--- src/rtl/alu_regfile_core.sv ---
// Execute core: one-instruction-per-clock decoder, add/sub ALU and a 16-entry register file.
// Optional build macro ZERO_REG_EN makes register 0 read as zero and discard writes.
module alu_regfile_core #(
  parameter int W       = 8,
  parameter int OP_W    = 8,
  parameter int SEL_W   = 4,
  parameter int FLAGS_W = 6
) (
  input  logic               clock,
  input  logic               reset,
  input  logic [OP_W-1:0]    i0,
  input  logic [W-1:0]       i1,
  input  logic [W-1:0]       i2,
  input  logic [W-1:0]       i3,
  output logic [FLAGS_W-1:0] flags,
  output logic [W-1:0]       result,
  output logic               alu_status,
  input  logic [SEL_W-1:0]   dbg_sel,
  output logic [W-1:0]       dbg_data
);

  localparam int NREG = 2 ** SEL_W;

  // Flag vector is MSB-first: {x_enb, y_enb, z_enb, a_imm, b_imm, illegal}
  localparam int X_BIT   = FLAGS_W - 1;
  localparam int Y_BIT   = FLAGS_W - 2;
  localparam int Z_BIT   = FLAGS_W - 3;
  localparam int A_BIT   = FLAGS_W - 4;
  localparam int B_BIT   = FLAGS_W - 5;
  localparam int ILL_BIT = FLAGS_W - 6;

  localparam logic [OP_W-1:0] OP_NOP  = OP_W'(0);
  localparam logic [OP_W-1:0] OP_ADD  = OP_W'(1);
  localparam logic [OP_W-1:0] OP_SUB  = OP_W'(2);
  localparam logic [OP_W-1:0] OP_ADDI = OP_W'(3);
  localparam logic [OP_W-1:0] OP_SUBI = OP_W'(4);
  localparam logic [OP_W-1:0] OP_LDI  = OP_W'(5);

  logic [FLAGS_W-1:0] dec_flags;
  logic               dec_op;

  logic [FLAGS_W-1:0] d_flags;
  logic               d_op;
  logic [W-1:0]       d_a1;
  logic [W-1:0]       d_a2;
  logic [SEL_W-1:0]   d_z_sel;

  logic [W-1:0]       regs [NREG];
  logic [W-1:0]       rd_x;
  logic [W-1:0]       rd_y;
  logic [W-1:0]       op_a;
  logic [W-1:0]       op_b;
  logic [W:0]         alu_ext;
  logic               alu_stat;

  // Destination select only needs its low bits; the rest of i3 is ignored.
  logic unused_i3_hi;
  assign unused_i3_hi = ^i3[W-1:SEL_W];

  always_comb begin
    dec_flags = '0;
    dec_op    = 1'b0;
    case (i0)
      OP_NOP: ;
      OP_ADD: begin
        dec_flags[X_BIT] = 1'b1;
        dec_flags[Y_BIT] = 1'b1;
        dec_flags[Z_BIT] = 1'b1;
      end
      OP_SUB: begin
        dec_flags[X_BIT] = 1'b1;
        dec_flags[Y_BIT] = 1'b1;
        dec_flags[Z_BIT] = 1'b1;
        dec_op           = 1'b1;
      end
      OP_ADDI: begin
        dec_flags[X_BIT] = 1'b1;
        dec_flags[Z_BIT] = 1'b1;
        dec_flags[B_BIT] = 1'b1;
      end
      OP_SUBI: begin
        dec_flags[X_BIT] = 1'b1;
        dec_flags[Z_BIT] = 1'b1;
        dec_flags[B_BIT] = 1'b1;
        dec_op           = 1'b1;
      end
      OP_LDI: begin
        dec_flags[Z_BIT] = 1'b1;
        dec_flags[A_BIT] = 1'b1;
      end
      default: dec_flags[ILL_BIT] = 1'b1;
    endcase
  end

  // Decode latch; reset forces a NOP so nothing is pending after reset.
  always_ff @(posedge clock) begin
    if (reset) begin
      d_flags <= '0;
      d_op    <= 1'b0;
      d_a1    <= '0;
      d_a2    <= '0;
      d_z_sel <= '0;
    end else begin
      d_flags <= dec_flags;
      d_op    <= dec_op;
      d_a1    <= i1;
      d_a2    <= i2;
      d_z_sel <= i3[SEL_W-1:0];
    end
  end

  always_comb begin
    rd_x     = regs[d_a1[SEL_W-1:0]];
    rd_y     = regs[d_a2[SEL_W-1:0]];
    dbg_data = regs[dbg_sel];
`ifdef ZERO_REG_EN
    if (d_a1[SEL_W-1:0] == '0) rd_x = '0;
    if (d_a2[SEL_W-1:0] == '0) rd_y = '0;
    if (dbg_sel == '0)         dbg_data = '0;
`endif
  end

  always_comb begin
    op_a = '0;
    op_b = '0;
    if (d_flags[A_BIT])      op_a = d_a1;
    else if (d_flags[X_BIT]) op_a = rd_x;
    if (d_flags[B_BIT])      op_b = d_a2;
    else if (d_flags[Y_BIT]) op_b = rd_y;
  end

  // One extra bit holds carry for add and borrow (a < b) for sub.
  always_comb begin
    if (d_op) alu_ext = {1'b0, op_a} - {1'b0, op_b};
    else      alu_ext = {1'b0, op_a} + {1'b0, op_b};
    result   = alu_ext[W-1:0];
    alu_stat = alu_ext[W];
  end

  assign flags = d_flags;

  always_ff @(posedge clock) begin
    if (reset) begin
      for (int i = 0; i < NREG; i++) regs[i] <= '0;
      alu_status <= 1'b0;
    end else if (d_flags[Z_BIT]) begin
`ifdef ZERO_REG_EN
      if (d_z_sel != '0) regs[d_z_sel] <= result;
`else
      regs[d_z_sel] <= result;
`endif
      alu_status <= alu_stat;
    end
  end

endmodule

--- config.mk ---
export PLATFORM = sky130hd
export DESIGN_NAME = alu_regfile_core
export DESIGN_NICKNAME = d
export VERILOG_FILES = /design/src/rtl/alu_regfile_core.sv
export SDC_FILE = /design/constraint.sdc
export NUM_CORES = 1
export LEC_CHECK = 0
export CORE_UTILIZATION = 62
export CTS_BUF_LIST = sky130_fd_sc_hd__clkbuf_8
export CTS_CLUSTER_SIZE = 28
export DETAILED_ROUTE_END_ITERATION = 8
export PLACE_DENSITY = 0.83
export SETUP_SLACK_MARGIN = 0.1
export SLEW_MARGIN = 20
export SYNTH_ARGS = -nofsm -noshare
export SYNTH_HDL_FRONTEND = slang
export SYNTH_SLANG_ARGS = --single-unit
--- constraint.sdc ---
create_clock -name clock -period 6.4 [get_ports clock]
set_clock_uncertainty 0.15 [all_clocks]
set_input_delay 0.96 -clock clock [delete_from_list [all_inputs] [get_ports clock]]
set_output_delay 0.96 -clock clock [all_outputs]
set_load 0.03 [all_outputs]
# Word level (Yosys, flattened, before mapping)
# Memory sizes are Yosys's and may differ from the RTL's. A register that Yosys moved wholly into a read port is not among the register bits.
# Cells that the tools add are included.
# Widths: inputs -> output; s select.
dict set report word_totals {
  word_cells 44
  memories 1
  mem_bits_rw 128
  regBits 28
}
dict set report classes {
  n_reduce_logical 8
  n_mux 22
  eq_ne 5
  addsub 2
}
# memory depth word_bits rd rd_ports_with_merged_regs wr line_no
set memory_table {}
lappend memory_table {regs 16 8 3 2 16 48} ;# logic [W-1:0] regs [NREG];
# operator count
set ops {}
lappend ops {{$mux 8} 5}
lappend ops {{$eq 8x2->1 const B} 2}
lappend ops {{$eq 8x3->1 const B} 2}
lappend ops {{$mux 1} 13}
lappend ops {{$mux 4} 3}
lappend ops {{$add 8x8->9} 1}
lappend ops {{$mux 9} 1}
lappend ops {{$sub 8x8->9} 1}
lappend ops {{$eq 8x1->1 const B} 1}
lappend ops {{$logic_not 8->1} 1}
lappend ops {{$reduce_or 8->1} 1}
lappend ops {{$reduce_or 2->1} 3}
lappend ops {{$reduce_or 6->1} 1}
lappend ops {{$reduce_or 5->1} 1}
lappend ops {{$reduce_or 4->1} 1}

# Logic depth before layout (Yosys ltp)
# Gate-level depths: netlist (run 1).
dict set report depth {
  ltp_word 5
  ltp_mapped 22
}

# Least setup slack after synthesis (run 1)
# OpenSTA, ideal clock, no wires.
dict set report synth_timing {
  path_type {reg2out}
  start {register d_a2[1]}
  end {output result[7]}
  arrival_time_ps 4127
  path_buffers 5
  path_slack_ps 1163
  required_time_ps 5290
  path_stages_with_launch 22
  path_cell_list {dfxtp_1 buf_2 buf_2 buf_1 mux4_2 mux2i_1 a2bb2oi_1 o21ai_0 inv_1 ha_1 nor2_1 a21o_1 ha_1 nor2b_1 o21ai_0 a21boi_0 o21ai_0 a21oi_1 nor3_1 clkbuf_1 nor2_1 buf_4}
}
dict set report synth_via {
  elab_chain_len 3
  word_cells_on_any_way 4
  cone_classes {2 x add/sub; 2 x mux}
}
# element line_no
set synth_rtl {}
lappend synth_rtl {{start, declared} 45} ;# logic [W-1:0] d_a2;
lappend synth_rtl {{start signal, assigned} 107} ;# d_a2 <= i2;
lappend synth_rtl {{$mux 8 (*)} 128} ;# if (d_flags[B_BIT]) op_b = d_a2;
lappend synth_rtl {{$add 8x8->9 or $sub 8x8->9 (tied branches)} {135, 134}}
lappend synth_rtl {{$mux 9 (*)} 134} ;# if (d_op) alu_ext = {1'b0, op_a} - {1'b0, op_b};
lappend synth_rtl {{end, declared} 16} ;# output logic [W-1:0] result,
# Every way passes the cells marked *; elsewhere a longest branch is shown, timed or not.

# Worst setup path in the final report (run 1)
dict set report layout_timing {
  start {register d_a2[0]}
  end {output result[5]}
}
# The elaborated chain is that of the path after synthesis.

==> results of run 1 <==
[metal layers]
metal | routed length, µm | up-vias | share of wire [%] | GRT usage, %
met2 | 12700 | 640 | 46 | 56.7
met5 | 0 | - | 0 | 0
met4 | 1530 | 0 | 5.6 | 17.6
met3 | 4030 | 95 | 15 | 12.3
li1 | - | 2807 | - | -
met1 | 9080 | 3299 | 33 | 48.1
[cell type report]
| type | count | area [µm²] | share of cell area (%) |
|---|---|---|---|
| timing repair buffer | 84 | 774 | 7.41 |
| clock buffer | 17 | 234 | 2.24 |
| sequential | 156 | 4410 | 42.2 |
| clock inverter | 15 | 209 | 2.00 |
| tap | 184 | 230 | 2.20 |
| multi-input combinational | 491 | 4530 | 43.4 |
| inverter | 15 | 56.3 | 0.539 |
[kinds of logic (layout without fill, tap and decap cells)]
group,Yosys count,in the layout
buffers and inverters,79,131
AOI/OAI and AO/OA,56,56
xor gates and xnor gates,15,15
adders and majority gates,10,10
muxes,135,135
and+or+nand+nor,275,275
DFF,156,156
[report_power, final]
part           total [mW]  internal (mW)  switching [mW]  leakage [nW]
logic               0.331          0.158           0.173          1.84
clock network       0.832          0.433           0.399         0.220
registers            1.17           1.13          0.0413          1.55
[path summary, 6_finish.rpt]
kind,from,end,slack (ns)
setup / recovery,d_a2[0]$_SDFF_PP0_,result[5],0.37
setup reg to reg,d_a2[0]$_SDFF_PP0_,regs[13][6]$_SDFFCE_PN0P_,1.73
hold reg to reg,alu_status$_SDFFE_PP0P_,alu_status$_SDFFE_PP0P_,0.38
hold / removal,alu_status$_SDFFE_PP0P_,alu_status$_SDFFE_PP0P_,0.38
[state kept, by name (all words and copies together), names as in the netlist]
register    cells
d_op            1
d_a1            8
d_z_sel         4
alu_status      1
flags           6
d_a2            8
regs          128
[stage by stage]
step	hold slack, ns	setup WS, ns
floorplan	0.488	1.16
global placement	0.362	0.538
detailed placement	0.377	0.457
CTS	0.389	0.105
global route	0.404	0.0891
finish	0.384	0.367
[synth_stat cells, types with 3 or more instances]
cell / number
nor3_1: 21
clkbuf_1: 39
buf_2: 6
a22oi_1: 4
dfxtp_1: 28
o21a_1: 3
buf_4: 10
nand3_1: 10
xor2_1: 5
inv_1: 13
mux4_2: 93
nand2_1: 44
nand3b_1: 3
mux2i_1: 35
mux4_1: 5
edfxtp_1: 128
xnor2_1: 10
nor2b_1: 28
nor2_1: 137
ha_1: 9
buf_1: 6
a21o_1: 3
a21oi_1: 17
nand2b_1: 19
o21ai_0: 9
[worst reg2reg max path: stages (launching register included)]
cell,delay (ns)
dfxtp_4,0.49
mux4_2,0.57
mux2i_1,0.29
a2bb2oi_1,0.27
o21a_1,0.22
ha_1,0.25
nor2_1,0.09
a21o_1,0.12
inv_1,0.06
fa_1,0.41
nand2b_1,0.16
a21boi_1,0.23
o21ai_0,0.16
nand2_1,0.10
a21oi_1,0.10
xor2_2,0.35
buf_4,0.30
nor2_1,0.08
[what timing repair did]
item	in CTS	in global routing
gates resized for setup	2	6
endpoints found under the setup margin	2	4
gates cloned	0	0
==> impl_metrics.env, run 1 <==
export IMPL_ys_types=57
export IMPL_track_usage_pct=37.1
export IMPL_die_x_um=124
export IMPL_final_cells=962
export IMPL_numCtsBuffers=17
export IMPL_synthFlopType="edfxtp_1"
export IMPL_core_area_um2=14600
export IMPL_avgSynthCellArea_um2=12.8
export IMPL_setup_viol=0
export IMPL_critPathTopFamily="compound AO/OA/AOI/OAI gates"
export IMPL_htreeDepth=4
export IMPL_synth_fp_nets=774
export IMPL_tns_ns=0
export IMPL_wl_per_cell_um=28.4
export IMPL_placed_cell_area_um2=9970
export IMPL_grt_pass1_vias=6734
export IMPL_crit_cells=16
export IMPL_worstPathCellList="mux4_2 -> mux2i_1 -> a2bb2oi_1 -> o21a_1 -> ha_1 -> nor2_1 -> a21o_1 -> ha_1 -> nor2b_1 -> o21ai_0 -> a21boi_0 -> o21ai_0 -> nand2_1 -> xnor2_2 -> inv_1 -> clkdlybuf4s50_1"
export IMPL_yosys_warnings=0
export IMPL_cts_root_buf="clkbuf_8"
export IMPL_hold_depth=2
export IMPL_globalplace_congestion=0.959
export IMPL_vias=6841
export IMPL_cp_data_required_time_ns=5.29
export IMPL_layout_commonest_cell="nor2_1"
export IMPL_ys_ff_latch=156
export IMPL_clock_sinks=156
export IMPL_fin_util_pct=71.6
export IMPL_ant_nets=0
export IMPL_firstDrtPassIters=6
export IMPL_via_per_inst=7.11
export IMPL_cts_hold_buf=0
export IMPL_async_reset_ff_share_pct=0
export IMPL_nFillCells=926
export IMPL_drc=0
export IMPL_rows=44
export IMPL_n_antenna_cell=0
export IMPL_yosysSeqAreaShare_pct=47.4
export IMPL_dp_cells=930
export IMPL_synthXorXnorAreaFrac_pct=1.42
export IMPL_total_power_mw=2.33
export IMPL_antenna_found_initial=0
export IMPL_worst_pin_slew_ns=0.743
export IMPL_reg2reg_depth=17
export IMPL_synth_top_area_share_pct=41.4
export IMPL_synthesis_area_um2=9280
export IMPL_drt_iter0_drc=1381
export IMPL_crit_buf_inv=2
export IMPL_synth_top_family_by_area="multiplexers"
export IMPL_hp_class="reg2reg"
export IMPL_rsz0062_at_grt="yes"
export IMPL_insertion_delay_ns=0.47
export IMPL_start_kind="register"
export IMPL_yosys_area_share_simple_pct=13.5
export IMPL_crit_slowest_cell="clkdlybuf4s50_1"
export IMPL_grt_start_max_net_pins=41
export IMPL_initial_utilization_pct=63.6
export IMPL_fin_crit_sh_pct=94.3
export IMPL_synth_edf_count=128
export IMPL_crit_path_max_incr_delay_ns=0.60
export IMPL_die_height_um=124
export IMPL_syn_inst=726
export IMPL_synth_area_leaders="edfxtp_1 (41%), mux4_2 (23%), dfxtp_1 (6.0%), nor2_1 (5.5%), mux2i_1 (3.8%)"
export IMPL_cp_arrival_ns=4.92
export IMPL_syn_to_final_growth_pct=12.5
export IMPL_powerDensity_nw_per_um2=223
export IMPL_timing_fmax_mhz=166
export IMPL_relSlewSlack_pct=50.4
export IMPL_die_area_um2=15500
export IMPL_power_leakage_nw=3.61
export IMPL_finalHoldViolCount=0
export IMPL_max_cap_violations=0
export IMPL_wl_mm=27.4
export IMPL_synth_mux_area_fraction_pct=28.0
export IMPL_drive_gt1_share_pct=21.7
export IMPL_yosysTopAreaCell="edfxtp_1"
export IMPL_ios=61
export IMPL_cts_tree="yes"
export IMPL_crit_path_end_kind="output pin"
export IMPL_cts_setup_buffers=0
export IMPL_critPathKind="reg2out"
export IMPL_synth_compound_area_share_pct=4.16
export IMPL_cts_reportedPaths_clkPinSlew_ns=0.10
export IMPL_layout_common_cells="nor2_1 (137), edfxtp_1 (128), mux4_2 (93)"
export IMPL_synth_fa_ha_area_share_pct=1.43
export IMPL_hpwl_mm=19.6
export IMPL_port_buffers=56
export IMPL_cts_buffer_depth=2
export IMPL_finish_instance_area_um2=10400
export IMPL_nets=813
export IMPL_slew_violations=0
export IMPL_grt_pass1_wl_mm=41.5
export IMPL_peakVddDrop_mv=0.146
export IMPL_grt_overflow_total=0
export IMPL_period_needed_ns=6.03
export IMPL_path_max_fanout=11
export IMPL_status="finished clean"
No activity file was read; power rests on OpenSTA's default activity.
==> run 2: changes to the inputs <==
--- a/config.mk
+++ b/config.mk
@@ -5,11 +5,14 @@
 export SDC_FILE = /design/constraint.sdc
 export NUM_CORES = 1
 export LEC_CHECK = 0
-export CORE_UTILIZATION = 62
+export CELL_PAD_IN_SITES_DETAIL_PLACEMENT = 0
+export CELL_PAD_IN_SITES_GLOBAL_PLACEMENT = 2
+export CORE_UTILIZATION = 43
 export CTS_BUF_LIST = sky130_fd_sc_hd__clkbuf_8
 export CTS_CLUSTER_SIZE = 28
 export DETAILED_ROUTE_END_ITERATION = 8
-export PLACE_DENSITY = 0.83
+export HOLD_SLACK_MARGIN = 0.08
+export PLACE_DENSITY_LB_ADDON = 0.1
 export SETUP_SLACK_MARGIN = 0.1
 export SLEW_MARGIN = 20
 export SYNTH_ARGS = -nofsm -noshare
==> impl_metrics.env, run 2 (synthesized netlist as in run 1, its figures left out) <==
export IMPL_port_buffers=56
export IMPL_placed_cell_area_um2=10200
export IMPL_wl_per_cell_um=27.6
export IMPL_cts_buffer_depth=2
export IMPL_grt_pass1_vias=6580
export IMPL_drive_gt1_share_pct=22.8
export IMPL_fin_util_pct=50.3
export IMPL_core_area_um2=21100
export IMPL_cts_setup_buffers=0
export IMPL_top_register="regs"
export IMPL_cp_data_required_time_ns=5.29
export IMPL_max_cap_violations=0
export IMPL_finish_instance_area_um2=10600
export IMPL_n_antenna_cell=0
export IMPL_globalplace_congestion=0.918
export IMPL_dpl_worst_slack_ns=0.420
export IMPL_cts_root_buf="clkbuf_8"
export IMPL_syn_to_final_growth_pct=14.2
export IMPL_initial_utilization_pct=44.0
export IMPL_layout_common_cells="nor2_1 (137), edfxtp_1 (128), mux4_2 (93)"
export IMPL_timing_fmax_mhz=166
export IMPL_fin_crit_sh_pct=93.9
export IMPL_track_usage_pct=27.5
export IMPL_setup_viol=0
export IMPL_hpwl_mm=21.7
export IMPL_critPathKind="reg2out"
export IMPL_grt_start_max_net_pins=41
export IMPL_numCtsBuffers=17
export IMPL_wl_mm=29.2
export IMPL_largestRegisters="regs x128, d_a1 x8, d_a2 x8"
export IMPL_powerDensity_nw_per_um2=216
export IMPL_crit_path_end_kind="output pin"
export IMPL_die_x_um=149
export IMPL_cts_reportedPaths_clkPinSlew_ns=0.10
export IMPL_die_height_um=149
export IMPL_ant_nets=0
export IMPL_firstDrtPassIters=6
export IMPL_path_max_fanout=10
export IMPL_finalHoldViolCount=0
export IMPL_htreeDepth=4
export IMPL_grt_overflow_total=0
export IMPL_wl_met2_mm=14.7
export IMPL_met1_length_mm=11.4
export IMPL_finalWorstSetupSlack_ns=0.388
export IMPL_dp_cells=1027
export IMPL_via_per_inst=6.15
export IMPL_largest_reg_flops=128
export IMPL_nets=819
export IMPL_antenna_found_initial=0
export IMPL_slew_violations=0
export IMPL_grt_pass1_wl_mm=42.3
export IMPL_dr_wl_met3_mm=1.85
export IMPL_layout_commonest_cell="nor2_1"
export IMPL_drc=0
export IMPL_cp_arrival_ns=4.90
export IMPL_hp_class="reg2reg"
export IMPL_insertion_delay_ns=0.47
export IMPL_period_needed_ns=6.01
export IMPL_status="finished clean"
export IMPL_rsz0062_at_grt="yes"
export IMPL_routed_top_layer="met4"
export IMPL_power_leakage_nw=3.63
export IMPL_start_kind="register"
export IMPL_peakVddDrop_mv=0.130
export IMPL_drt_iter0_drc=695
export IMPL_relSlewSlack_pct=49.0
export IMPL_worst_pin_slew_ns=0.765
export IMPL_ios=61
export IMPL_vias=6508
export IMPL_die_area_um2=22200
export IMPL_tns_ns=0
export IMPL_cts_tree="yes"
export IMPL_clock_sinks=156
export IMPL_rows=53
export IMPL_final_cells=1059
==> run 2: cell count changes in the layout (fill, tap and decap cells not counted), moves of 3 or more <==
cell / before / now
buf_4: 27 / 33
inv_8: 3 / 0
mux2i_2: 0 / 3
mux2i_1: 35 / 32
clkinv_4: 0 / 3
==> run 2: what timing repair did <==
action,CTS,global route
setup endpoints to repair,3,3
endpoints found under the hold margin,0,0
hold buffers,0,0
gates resized for setup,7,6
cloned,0,0
==> run 2: final timing paths <==
check / from / to / slack (ns) / cells after the start
worst max register to register: d_a2[0]$_SDFF_PP0_ / regs[15][6]$_SDFFCE_PN0P_ / 1.76 / 18
worst min register to register: alu_status$_SDFFE_PP0P_ / alu_status$_SDFFE_PP0P_ / 0.39 / 2
worst min-delay path: alu_status$_SDFFE_PP0P_ / alu_status$_SDFFE_PP0P_ / 0.39 / 2
worst max-delay path: d_a2[0]$_SDFF_PP0_ / result[5] / 0.39 / 16
==> run 2: power by group <==
group | leakage, nW | internal (mW) | switching [mW]
clock | 0.207 | 0.386 | 0.397
combinational | 1.87 | 0.161 | 0.180
sequential | 1.55 | 1.13 | 0.0372
total | 3.63 | 1.68 | 0.614
==> run 2: cell type report <==
type,count,area [µm²]
clock buffer,17,234
clock inverter,15,174
fill,1877,10500
inverter,15,56.3
multi-input combinational,491,4560
sequential,156,4410
tap,275,344
timing repair buffer,90,820
==> run 2: stage by stage <==
step	hold slack (ns)	total power, mW
after floorplan	0.488	1.39
after global placement	0.366	1.52
after detailed placement	0.381	1.53
after CTS	0.395	2.30
after global routing	0.417	2.36
final	0.388	2.29
==> run 2: metal layers <==
| metal | vias up | GRT usage, % |
|---|---|---|
| met5 | - | 0 |
| met2 | 302 | 47.0 |
| met3 | 66 | 4.65 |
| li1 | 2818 | - |
| met4 | 0 | 12.5 |
| met1 | 3322 | 34.1 |
==> run 2: worst max-delay path: stages, from the launching register on <==
cell and delay, ns:
dfxtp_4 0.51, mux4_2 0.55, mux2i_2 0.35, a2bb2oi_2 0.22
o21a_1 0.18, ha_1 0.23, nor2_1 0.09, a21o_1 0.11
ha_1 0.22, nor2b_1 0.12, o21ai_0 0.19, a21boi_0 0.12
o21ai_1 0.27, nand2_1 0.15, xnor2_2 0.40, inv_1 0.08
clkdlybuf4s50_1 0.60
==> run 3: changes to the inputs <==
--- a/config.mk
+++ b/config.mk
@@ -9,7 +9,7 @@
 export CELL_PAD_IN_SITES_GLOBAL_PLACEMENT = 2
 export CORE_UTILIZATION = 43
 export CTS_BUF_LIST = sky130_fd_sc_hd__clkbuf_8
-export CTS_CLUSTER_SIZE = 28
+export CTS_CLUSTER_SIZE = 16
 export DETAILED_ROUTE_END_ITERATION = 8
 export HOLD_SLACK_MARGIN = 0.08
 export PLACE_DENSITY_LB_ADDON = 0.1
==> results of run 3 <==
Same layout as run 2: the final DEF is identical, and so are final timing and power.
